$ cat src/rtl/isa_tx_arbiter_if.sv
// Outbound ring write-side bundle: requester handshakes in, ring write port
// and status out. The master side drives requests and the ring read pointer.
interface isa_tx_arbiter_if #(
    parameter int N  = 4,
    parameter int AW = 13
);
    localparam int GW = (N > 1) ? $clog2(N) : 1;

    logic [N-1:0]    in_valid;
    logic [9*N-1:0]  in_data;
    logic [N-1:0]    in_ready;
    logic [AW-1:0]   rd_ptr;
    logic            o_we;
    logic [AW-1:0]   o_addr;
    logic [8:0]      o_data;
    logic            tx_pending;
    logic [AW-1:0]   level;
    logic [GW-1:0]   grant_id;
    logic            lock_err;

    modport master (
        output in_valid, in_data, rd_ptr,
        input  in_ready, o_we, o_addr, o_data, tx_pending, level, grant_id, lock_err
    );

    modport slave (
        input  in_valid, in_data, rd_ptr,
        output in_ready, o_we, o_addr, o_data, tx_pending, level, grant_id, lock_err
    );
endinterface

$ cat src/rtl/isa_tx_arbiter.sv
// isa_tx_arbiter: merges the tagged 9-bit word streams of the ISA device
// emulations into the single write port of the outbound ring. Round-robin
// between requesters, with a lock that keeps an address marker and its data
// byte on consecutive ring addresses.

// One-entry holding slot per requester.
module isa_tx_slot (
    input  logic       clk,
    input  logic       rst_n,
    input  logic       load,
    input  logic [8:0] load_word,
    input  logic       drain,
    output logic       full,
    output logic [8:0] word
);
    // Drain wins; a slot only loads while empty, so it cannot refill on its drain cycle
    always_ff @(posedge clk or negedge rst_n) begin
        if (!rst_n) begin
            full <= 1'b0;
            word <= '0;
        end else if (drain) begin
            full <= 1'b0;
        end else if (load && !full) begin
            full <= 1'b1;
            word <= load_word;
        end
    end
endmodule

module isa_tx_arbiter #(
    parameter int N            = 4,
    parameter int AW           = 13,
    parameter int LOCK_TIMEOUT = 255
) (
    input  logic            clk,
    input  logic            rst_n,
    isa_tx_arbiter_if.slave bus
);
    localparam int GW = (N > 1) ? $clog2(N) : 1;
    localparam int KW = GW + 1;
    localparam int CW = (LOCK_TIMEOUT > 1) ? $clog2(LOCK_TIMEOUT + 1) : 1;
    localparam logic [KW-1:0] N_W      = KW'(N);
    localparam logic [CW-1:0] CNT_LAST = CW'(LOCK_TIMEOUT - 1);

    typedef struct packed {
        logic       marker;
        logic [7:0] payload;
    } isa_word_t;

    typedef enum logic {ST_FREE, ST_LOCKED} lock_state_t;

    // slot array
    logic [N-1:0]      slot_full;
    logic [N-1:0][8:0] slot_word;
    logic [N-1:0]      drain;

    // ring / arbiter state
    logic [AW-1:0] wr_ptr;
    logic [GW-1:0] rr_ptr;
    lock_state_t   lock_q, lock_d;
    logic [GW-1:0] owner_q, owner_d;
    logic [CW-1:0] cnt_q, cnt_d;
    logic          err_d;

    // registered outputs
    logic          we_q;
    logic [AW-1:0] addr_q;
    logic [8:0]    data_q;
    logic [GW-1:0] gid_q;
    logic          err_q;
    logic          pend_q;
    logic [AW-1:0] level_q;

    // grant decode
    logic          ring_full;
    logic [N-1:0]  owner_mask;
    logic [N-1:0]  cand;
    logic          gnt_any;
    logic          gnt_valid;
    logic [GW-1:0] gnt_id;
    logic [KW-1:0] idx;
    logic [KW-1:0] rr_nx;
    logic [GW-1:0] next_rr;
    isa_word_t     gnt_word;

    for (genvar i = 0; i < N; i++) begin : g_slot
        isa_tx_slot u_slot (
            .clk       (clk),
            .rst_n     (rst_n),
            .load      (bus.in_valid[i]),
            .load_word (bus.in_data[9*i +: 9]),
            .drain     (drain[i]),
            .full      (slot_full[i]),
            .word      (slot_word[i])
        );
    end

    // Full test uses the sampled rd_ptr: one slot is always left unused
    assign ring_full = ((wr_ptr + AW'(1)) == bus.rd_ptr);

    // Round-robin pick from rr_ptr upward; while locked only the owner may win
    always_comb begin
        owner_mask          = '0;
        owner_mask[owner_q] = 1'b1;
        cand                = (lock_q == ST_LOCKED) ? (slot_full & owner_mask) : slot_full;
        gnt_any             = 1'b0;
        gnt_id              = '0;
        idx                 = '0;
        // descending scan so the smallest offset from rr_ptr is the last hit
        for (int k = N - 1; k >= 0; k--) begin
            idx = {1'b0, rr_ptr} + KW'(k);
            if (idx >= N_W) idx = idx - N_W;
            if (cand[idx[GW-1:0]]) begin
                gnt_any = 1'b1;
                gnt_id  = idx[GW-1:0];
            end
        end
        gnt_valid = gnt_any && !ring_full;
        gnt_word  = isa_word_t'(slot_word[gnt_id]);
        drain     = '0;
        for (int i = 0; i < N; i++) begin
            drain[i] = gnt_valid && (gnt_id == GW'(i));
        end
        rr_nx = {1'b0, gnt_id} + KW'(1);
        if (rr_nx >= N_W) rr_nx = '0;
        next_rr = rr_nx[GW-1:0];
    end

    // Lock state register
    always_ff @(posedge clk or negedge rst_n) begin
        if (!rst_n) begin
            lock_q  <= ST_FREE;
            owner_q <= '0;
            cnt_q   <= '0;
        end else begin
            lock_q  <= lock_d;
            owner_q <= owner_d;
            cnt_q   <= cnt_d;
        end
    end

    // Lock next state: markers take/refresh the lock, the owner's data byte
    // releases it, and an owner that goes quiet too long is dropped
    always_comb begin
        lock_d  = lock_q;
        owner_d = owner_q;
        cnt_d   = cnt_q;
        err_d   = 1'b0;
        if (gnt_valid && gnt_word.marker) begin
            lock_d  = ST_LOCKED;
            owner_d = gnt_id;
            cnt_d   = '0;
        end else if (lock_q == ST_LOCKED) begin
            if (gnt_valid) begin
                // while locked a grant can only be the owner's data byte
                lock_d = ST_FREE;
                cnt_d  = '0;
            end else if (!slot_full[owner_q]) begin
                if (cnt_q == CNT_LAST) begin
                    lock_d = ST_FREE;
                    cnt_d  = '0;
                    err_d  = 1'b1;
                end else begin
                    cnt_d = cnt_q + CW'(1);
                end
            end
        end
    end

    // Ring write port, pointers and status; status reflects wr_ptr before this cycle's write
    always_ff @(posedge clk or negedge rst_n) begin
        if (!rst_n) begin
            wr_ptr  <= '0;
            rr_ptr  <= '0;
            we_q    <= 1'b0;
            addr_q  <= '0;
            data_q  <= '0;
            gid_q   <= '0;
            err_q   <= 1'b0;
            pend_q  <= 1'b0;
            level_q <= '0;
        end else begin
            we_q    <= gnt_valid;
            err_q   <= err_d;
            pend_q  <= (wr_ptr != bus.rd_ptr);
            level_q <= wr_ptr - bus.rd_ptr;
            if (gnt_valid) begin
                addr_q <= wr_ptr;
                data_q <= gnt_word;
                gid_q  <= gnt_id;
                wr_ptr <= wr_ptr + AW'(1);
                rr_ptr <= next_rr;
            end
        end
    end

    assign bus.in_ready   = ~slot_full;
    assign bus.o_we       = we_q;
    assign bus.o_addr     = addr_q;
    assign bus.o_data     = data_q;
    assign bus.grant_id   = gid_q;
    assign bus.lock_err   = err_q;
    assign bus.tx_pending = pend_q;
    assign bus.level      = level_q;
endmodule

$ cat src/flat_wrapper.sv
// flat-port wrapper written by rule: the top's interface ports become plain ports
module isa_tx_arbiter_flat 
#(
    parameter int N            = 4,
    parameter int AW           = 13,
    parameter int LOCK_TIMEOUT = 255
)
  (clk, rst_n, bus_in_valid, bus_in_data, bus_rd_ptr, bus_in_ready, bus_o_we, bus_o_addr, bus_o_data, bus_tx_pending, bus_level, bus_grant_id, bus_lock_err);
  isa_tx_arbiter_if #(.N(N), .AW(AW)) bus_i ();
  input  logic clk;
  input  logic rst_n;
  input wire logic [$bits(bus_i.in_valid)-1:0] bus_in_valid;
  input wire logic [$bits(bus_i.in_data)-1:0] bus_in_data;
  input wire logic [$bits(bus_i.rd_ptr)-1:0] bus_rd_ptr;
  output wire logic [$bits(bus_i.in_ready)-1:0] bus_in_ready;
  output wire logic [$bits(bus_i.o_we)-1:0] bus_o_we;
  output wire logic [$bits(bus_i.o_addr)-1:0] bus_o_addr;
  output wire logic [$bits(bus_i.o_data)-1:0] bus_o_data;
  output wire logic [$bits(bus_i.tx_pending)-1:0] bus_tx_pending;
  output wire logic [$bits(bus_i.level)-1:0] bus_level;
  output wire logic [$bits(bus_i.grant_id)-1:0] bus_grant_id;
  output wire logic [$bits(bus_i.lock_err)-1:0] bus_lock_err;
  assign bus_i.in_valid = bus_in_valid;
  assign bus_i.in_data = bus_in_data;
  assign bus_i.rd_ptr = bus_rd_ptr;
  assign bus_in_ready = bus_i.in_ready;
  assign bus_o_we = bus_i.o_we;
  assign bus_o_addr = bus_i.o_addr;
  assign bus_o_data = bus_i.o_data;
  assign bus_tx_pending = bus_i.tx_pending;
  assign bus_level = bus_i.level;
  assign bus_grant_id = bus_i.grant_id;
  assign bus_lock_err = bus_i.lock_err;
  isa_tx_arbiter #(.N(N), .AW(AW), .LOCK_TIMEOUT(LOCK_TIMEOUT)) u_core (.clk(clk), .rst_n(rst_n), .bus(bus_i));
endmodule
$ cat config.mk
export PLATFORM = sky130hd
export DESIGN_NAME = isa_tx_arbiter_flat
export DESIGN_NICKNAME = d
export VERILOG_FILES = /design/src/rtl/isa_tx_arbiter_if.sv /design/src/rtl/isa_tx_arbiter.sv /design/src/flat_wrapper.sv
export SDC_FILE = /design/constraint.sdc
export NUM_CORES = 1
export LEC_CHECK = 0
export CAP_MARGIN = 10
export CORE_MARGIN = 2
export CORE_UTILIZATION = 53
export CTS_BUF_LIST = sky130_fd_sc_hd__clkbuf_8
export DETAILED_ROUTE_END_ITERATION = 10
export HOLD_SLACK_MARGIN = 0.15
export PLACE_DENSITY = 0.8
export SLEW_MARGIN = 25
export SYNTH_ARGS = -nofsm -noshare
export SYNTH_HDL_FRONTEND = slang
export SYNTH_SLANG_ARGS = --single-unit
$ cat constraint.sdc
create_clock -name clk -period 3.7 [get_ports clk]
set_input_delay 0.555 -clock clk [delete_from_list [all_inputs] [get_ports clk]]
set_output_delay 0.555 -clock clk [all_outputs]
set_load 0.02 [all_outputs]
### Yosys cells after proc, flatten, opt, wreduce, memory -nomap -nowiden

Index checks and enable logic that the tools add are counted.

* register bits: 106
* input port bits: 55
* output and inout port bits: 44
* word-level logic and storage cells: 134

* add/subtract/negate cells: 11
* $lt $le $gt $ge: 12
* eq/ne operators: 7
* multiplexer cells: 51
* bitwise gates (word level): 6
* reductions and logical operators: 27

Operator list (count)
* 2-to-1 mux 8 bit: 5
* 2-to-1 mux 1 bit: 28
* binary-select mux 9 bit (select 2 bit): 1
* less-than comparator 2 x 3 -> 1 bit, second input constant: 6
* 2-to-1 mux 2 bit: 9
* adder 13 x 1 -> 13 bit, second input constant: 1
* equality test 13 bit: 1
* != test 13 bit: 1
* subtractor 13 bit: 1
* >= comparator 3 bit, second input constant: 4
* logical AND 1 bit: 11
* binary-select mux 1 bit (select 2 bit): 5
* AND reduction 2 bit: 5
* nonzero test 2 bit: 5
* 2-to-1 mux 9 bit: 1
* adder 8 x 1 -> 8 bit, second input constant: 1
* equality test 8 bit, second input constant: 1
* subtractor 2 x 1 -> 2 bit, second input constant: 4
* adder 2 x 1 -> 3 bit, second input constant: 2
* adder 2 x 2 -> 3 bit, second input constant: 2
* logical NOT 1 bit: 5
* bitwise AND 4 bit: 1
* equality test 2 bit, second input constant: 2
* 2-to-1 mux 4 bit: 1
* other kinds (8): 11

### Depth between registers and ports, before layout

* depth in word-level cells: 17
* depth in mapped cells: 13
* depth with buffers taken out: 11

### Modules after synthesis

Synthesis repeated with hierarchy kept, for this count alone.

* cell total of the unflattened synthesis: 527
* area, all modules: 5788.1 um2

By module, submodules not included
* isa_tx_arbiter: times used 1, cells an instance 435, area an instance 4121.5 um2, sequential area each 1651.6 um2
* isa_tx_slot: times used 4, cells an instance 23, area an instance 416.6 um2, sequential area each 250.2 um2

### Worst setup path after synthesis

No wires, ideal clock.

* path type: register to register
* start point: register u_core.wr_ptr[1]
* end point: register u_core.g_slot[0].u_slot.word[0]
* setup time: 0.125 ns
* arrival time: 2.734 ns
* data required time: 3.575 ns
* path slack: 0.841 ns
* stages on the path, launching flop included: 12
* buffers on the path: 2
* clock period less this slack: 2.859 ns
* cell sequence: dfrtp_1 > ha_1 > and4_1 > buf_6 > nand3_2 > o22ai_1 > a221oi_2 > and4bb_4 > or2_1 > buf_6 > o211ai_4 > mux2_4

* longest elaborated chain between the ends: 7

RTL lines
* start, declared: RTL line isa_tx_arbiter.sv:58 `logic [AW-1:0] wr_ptr;`
* start signal, assigned: RTL line isa_tx_arbiter.sv:191 `wr_ptr <= wr_ptr + AW'(1);`
* adder 13 x 1 -> 13 bit: RTL line isa_tx_arbiter.sv:99 `assign ring_full = ((wr_ptr + AW'(1)) == bus.rd_ptr);`
* equality test 13 bit: RTL line isa_tx_arbiter.sv:99
* logical NOT 1 bit: RTL line isa_tx_arbiter.sv:118 `gnt_valid = gnt_any && !ring_full;`
* logical AND 1 bit: RTL line isa_tx_arbiter.sv:118
* logical AND 1 bit: RTL line isa_tx_arbiter.sv:122 `drain[i] = gnt_valid && (gnt_id == GW'(i));`
* NOT 1 bit (no source line)
* AND reduction 2 bit (no source line)
* end signal, assigned: RTL line isa_tx_arbiter.sv:25 `word <= load_word;`
* end, declared: RTL line isa_tx_arbiter.sv:14 `output logic [8:0] word`

Every way passes these cells.
A chain may end at the register's enable or synchronous reset.

### Worst setup path after layout

* start point: register u_core.wr_ptr[1]
* end point: register u_core.g_slot[2].u_slot.word[2]

* longest elaborated chain between the ends: 7

RTL lines (RTL line)
* adder 13 x 1 -> 13 bit: isa_tx_arbiter.sv:99
* equality test 13 bit: isa_tx_arbiter.sv:99
* logical NOT 1 bit: isa_tx_arbiter.sv:118
* logical AND 1 bit: isa_tx_arbiter.sv:118
* logical AND 1 bit: isa_tx_arbiter.sv:122
* NOT 1 bit (no source line)
* AND reduction 2 bit (no source line)
* end signal, assigned: isa_tx_arbiter.sv:25
* end, declared: isa_tx_arbiter.sv:14

Every way passes these cells.

==> impl_metrics.ini <==
[run_status]
status = completed

[worst_setup_path]
cp-start-kind = register
endpoint_kind = register
worst-endpoint-arrival_ns = 3.49
slowest_delay_ns = 0.47
worstPathRequired_ns = 3.96
slowest_stage = o211ai_4
rrSetupSlack_ns = 0.47
r2r_cells = 9
crit_type = reg -> reg
rr_endpoint = u_core.g_slot[2].u_slot.word[2]
r2r-start = u_core.wr_ptr[1]
cp_cell_sequence = ha_1 > and4_1 > and2_1 > o221ai_1 > o31ai_1 > and4bb_4 > or2_2 > o211ai_4 > mux2_4
cp_max_fo = 9

[min_path]
hp-class = in -> async

[synthesis]
async_reset_ff_frac = 1.00
syn_inst = 514
synth_edf_count = 0
ys_types = 65
ys_warn_count = 0
syn_nets = 590
synth_area_um2 = 5710
seq_area_frac_synth = 0.464
ys_seq_elements = 106
ys.flop_type = dfrtp_1
avgSynthCellArea_um2 = 11.1

[cts]
cts.sinks = 106
clk_latency_ns = 0.37
clockRootBuffer = clkbuf_8
post-cts-setup-buffers = 0
cts_buffers = 9
cts_buffer_depth = 2
cts_resized = 0
cts_hold_buf = 0
htree_levels = 3
clk_pin_slew_ns = 0.10
cts_tree = yes

[global_routing]
antenna_found_initial = 0
grt_usage = 0.234
grt_pass1_vias = 4333
grt-ovfl-total = 0
grt_start_max_net_pins = 107
grt_pass1_wl_um = 21300

[layout]
multi_input_area_um2 = 2810
antenna_cells = 0
final_cell_area_um2 = 7060
seq_area_um2 = 2650
final_nets = 691
layout-drive-gt1-share = 0.169
area_growth_syn_to_layout_pct = 23.6
nFillCells = 820

[detailed_routing]
post_drt_via_cell_ratio = 5.59
first_pass_iters = 4
drc = 0
wirelength_um = 12800
wl_per_cell_um = 16.9
postRouteAntennaNets = 0
drtIter0Drc = 225
vias = 4226

[timing]
max_slew.worst_pin.slew_ns = 0.634
setup_violations = 0
period_share = 0.872
hold_viol_final = 0
slew_headroom = 0.574
setup-tns-final_ns = 0
rsz0062_at_grt = no
fmax_ghz = 0.310
drv_slew = 0
post-route-min-period_ns = 3.23
finClkSkew_ns = 0.0161

[die]
initial_core_util = 0.548
die_h_um = 108
core_um2 = 10400
die_area_um2 = 11600
io_pins = 99
rows = 37
fp.dieW_um = 108

[power]
powerDensity_nw_per_um2 = 940
p_leak_nw = 3.12
ir_drop_mv = 0.578

[placement]
dp_hpwl_um = 9200
globalplace.congestion = 0.899
io_buffers = 98
placed_cell_area_um2 = 6850

[flow_run]
cap_violations = 0
## where the power goes
part	switching [mW]	internal, mW	leakage, nW
Clock	0.412	0.340	0.109
Sequential	0.433	1.70	1.27
Combinational	1.94	1.82	1.75
Total	2.79	3.85	3.12
## how the worst max path moves through the flow
stage	start	endpoint
6_report	u_core.wr_ptr[1]	u_core.g_slot[2].u_slot.word[2]
5_1_grt	u_core.wr_ptr[1]	u_core.g_slot[2].u_slot.word[8]
4_1_cts	u_core.wr_ptr[1]	u_core.g_slot[2].u_slot.word[2]
3_5_place_dp	bus_rd_ptr[4]	u_core.g_slot[2].u_slot.word[5]
3_3_place_gp	bus_rd_ptr[4]	u_core.g_slot[2].u_slot.word[1]
2_1_floorplan	u_core.wr_ptr[1]	u_core.g_slot[0].u_slot.word[0]
## Yosys cell counts (2+ instances only)
| library cell | n | area share |
|---|---|---|
| buf_6 | 3 | 0.0059 |
| and2_1 | 7 | 0.0077 |
| xnor2_1 | 21 | 0.032 |
| dfrtp_1 | 106 | 0.46 |
| a21boi_0 | 2 | 0.0026 |
| a22o_1 | 2 | 0.0031 |
| nand3_1 | 7 | 0.0061 |
| ha_1 | 20 | 0.044 |
| mux2_4 | 18 | 0.047 |
| and3_1 | 7 | 0.0077 |
| buf_2 | 9 | 0.0079 |
| mux2_2 | 38 | 0.075 |
| nor4_1 | 3 | 0.0033 |
| nor2_1 | 21 | 0.014 |
| nand2b_1 | 2 | 0.0022 |
| o21bai_1 | 4 | 0.0053 |
| a21o_1 | 2 | 0.0026 |
| o31ai_1 | 3 | 0.0039 |
| nand3_2 | 2 | 0.0035 |
| nand4_1 | 5 | 0.0055 |
| inv_1 | 38 | 0.025 |
| mux2i_1 | 9 | 0.016 |
| xor2_1 | 16 | 0.025 |
| o22ai_1 | 2 | 0.0022 |
| clkbuf_1 | 4 | 0.0026 |
| and4_1 | 3 | 0.0046 |
| a31oi_1 | 4 | 0.0044 |
| o21ai_0 | 36 | 0.032 |
| o221ai_1 | 3 | 0.0046 |
| o211ai_4 | 4 | 0.015 |
| nor3_1 | 9 | 0.0079 |
| or2_2 | 3 | 0.0033 |
| or3_1 | 2 | 0.0022 |
| a21oi_1 | 14 | 0.012 |
| nand2_1 | 48 | 0.032 |
| inv_2 | 2 | 0.0013 |
| a211oi_1 | 3 | 0.0039 |
| nor2b_1 | 5 | 0.0055 |
## placed cells by master, fill, tap and decap left out, types with 4 or more instances in the layout
cell	instances
xor2_1	16
mux2_4	18
nor3_1	9
and2_1	7
clkdlybuf4s50_1	97
nand4_1	5
dfrtp_1	106
buf_4	8
nand2_1	48
mux2i_1	9
o21bai_1	4
a31oi_1	4
a21oi_1	14
or2_2	4
and3_1	7
xnor2_1	21
ha_1	20
mux2_2	38
clkbuf_8	10
o21ai_0	36
nor2_1	21
inv_1	38
nor2b_1	5
nand3_1	7
o211ai_4	4
## sequential cells by signal, summed over array words and instances (netlist names)
signal	cells
u_core.bus.o_we	1
u_core.wr_ptr	13
u_core.g_slot.u_slot.word	36
u_core.lock_q	1
u_core.bus.lock_err	1
u_core.bus.level	13
u_core.cnt_q	8
u_core.bus.o_addr	13
u_core.bus.grant_id	2
u_core.rr_ptr	2
u_core.bus.tx_pending	1
u_core.g_slot.u_slot.full	4
u_core.owner_q	2
u_core.bus.o_data	9
## cells by family after synthesis
logic type	count (synthesis)	synth area share
xor gates and xnor gates	37	0.0567
muxes	66	0.142
DFF	106	0.464
and+or+nand+nor	132	0.121
adders and majority gates	21	0.0473
buffers and inverters	57	0.0440
AOI/OAI and AO/OA	95	0.125
## worst max-delay path, delay by kind of cell, from the launching register on
family	cells	cell delay (ns)
muxes	1	0.34
DFF	1	0.46
adders and majority gates	1	0.27
AOI/OAI and AO/OA	3	0.88
and+or+nand+nor	4	1.16
## layer usage
layer	vias to the layer above	global-route usage	share of wire
met4	0	0.0879	0.021
li1	1997	-	-
met1	2063	0.305	0.43
met2	143	0.400	0.49
met3	23	0.0303	0.058
met5	-	0	0
## layout make-up
class / count / share of cell area
clock buffer: 10 / 0.0195
clock inverter: 6 / 0.0103
inverter: 40 / 0.0213
multi-input combinational: 351 / 0.398
sequential: 106 / 0.376
tap: 136 / 0.0241
timing repair buffer: 107 / 0.152
## per-stage QoR
| stage | setup slack, ns | hold slack (ns) | utilization | power, mW | std cells |
|---|---|---|---|---|---|
| global placement | 0.219 | 0.461 | 0.658 | 5.74 | 740 |
| CTS | 0.495 | 0.261 | 0.678 | 6.67 | 756 |
| finish | 0.474 | 0.239 | 0.678 | 6.64 | 756 |
| floorplan | 0.841 | 0.259 | - | 4.70 | 514 |
| detailed placement | 0.146 | 0.471 | 0.658 | 5.90 | 740 |
| global route | 0.284 | 0.281 | 0.678 | 7.11 | 756 |
(Power assumes the default switching activity.)
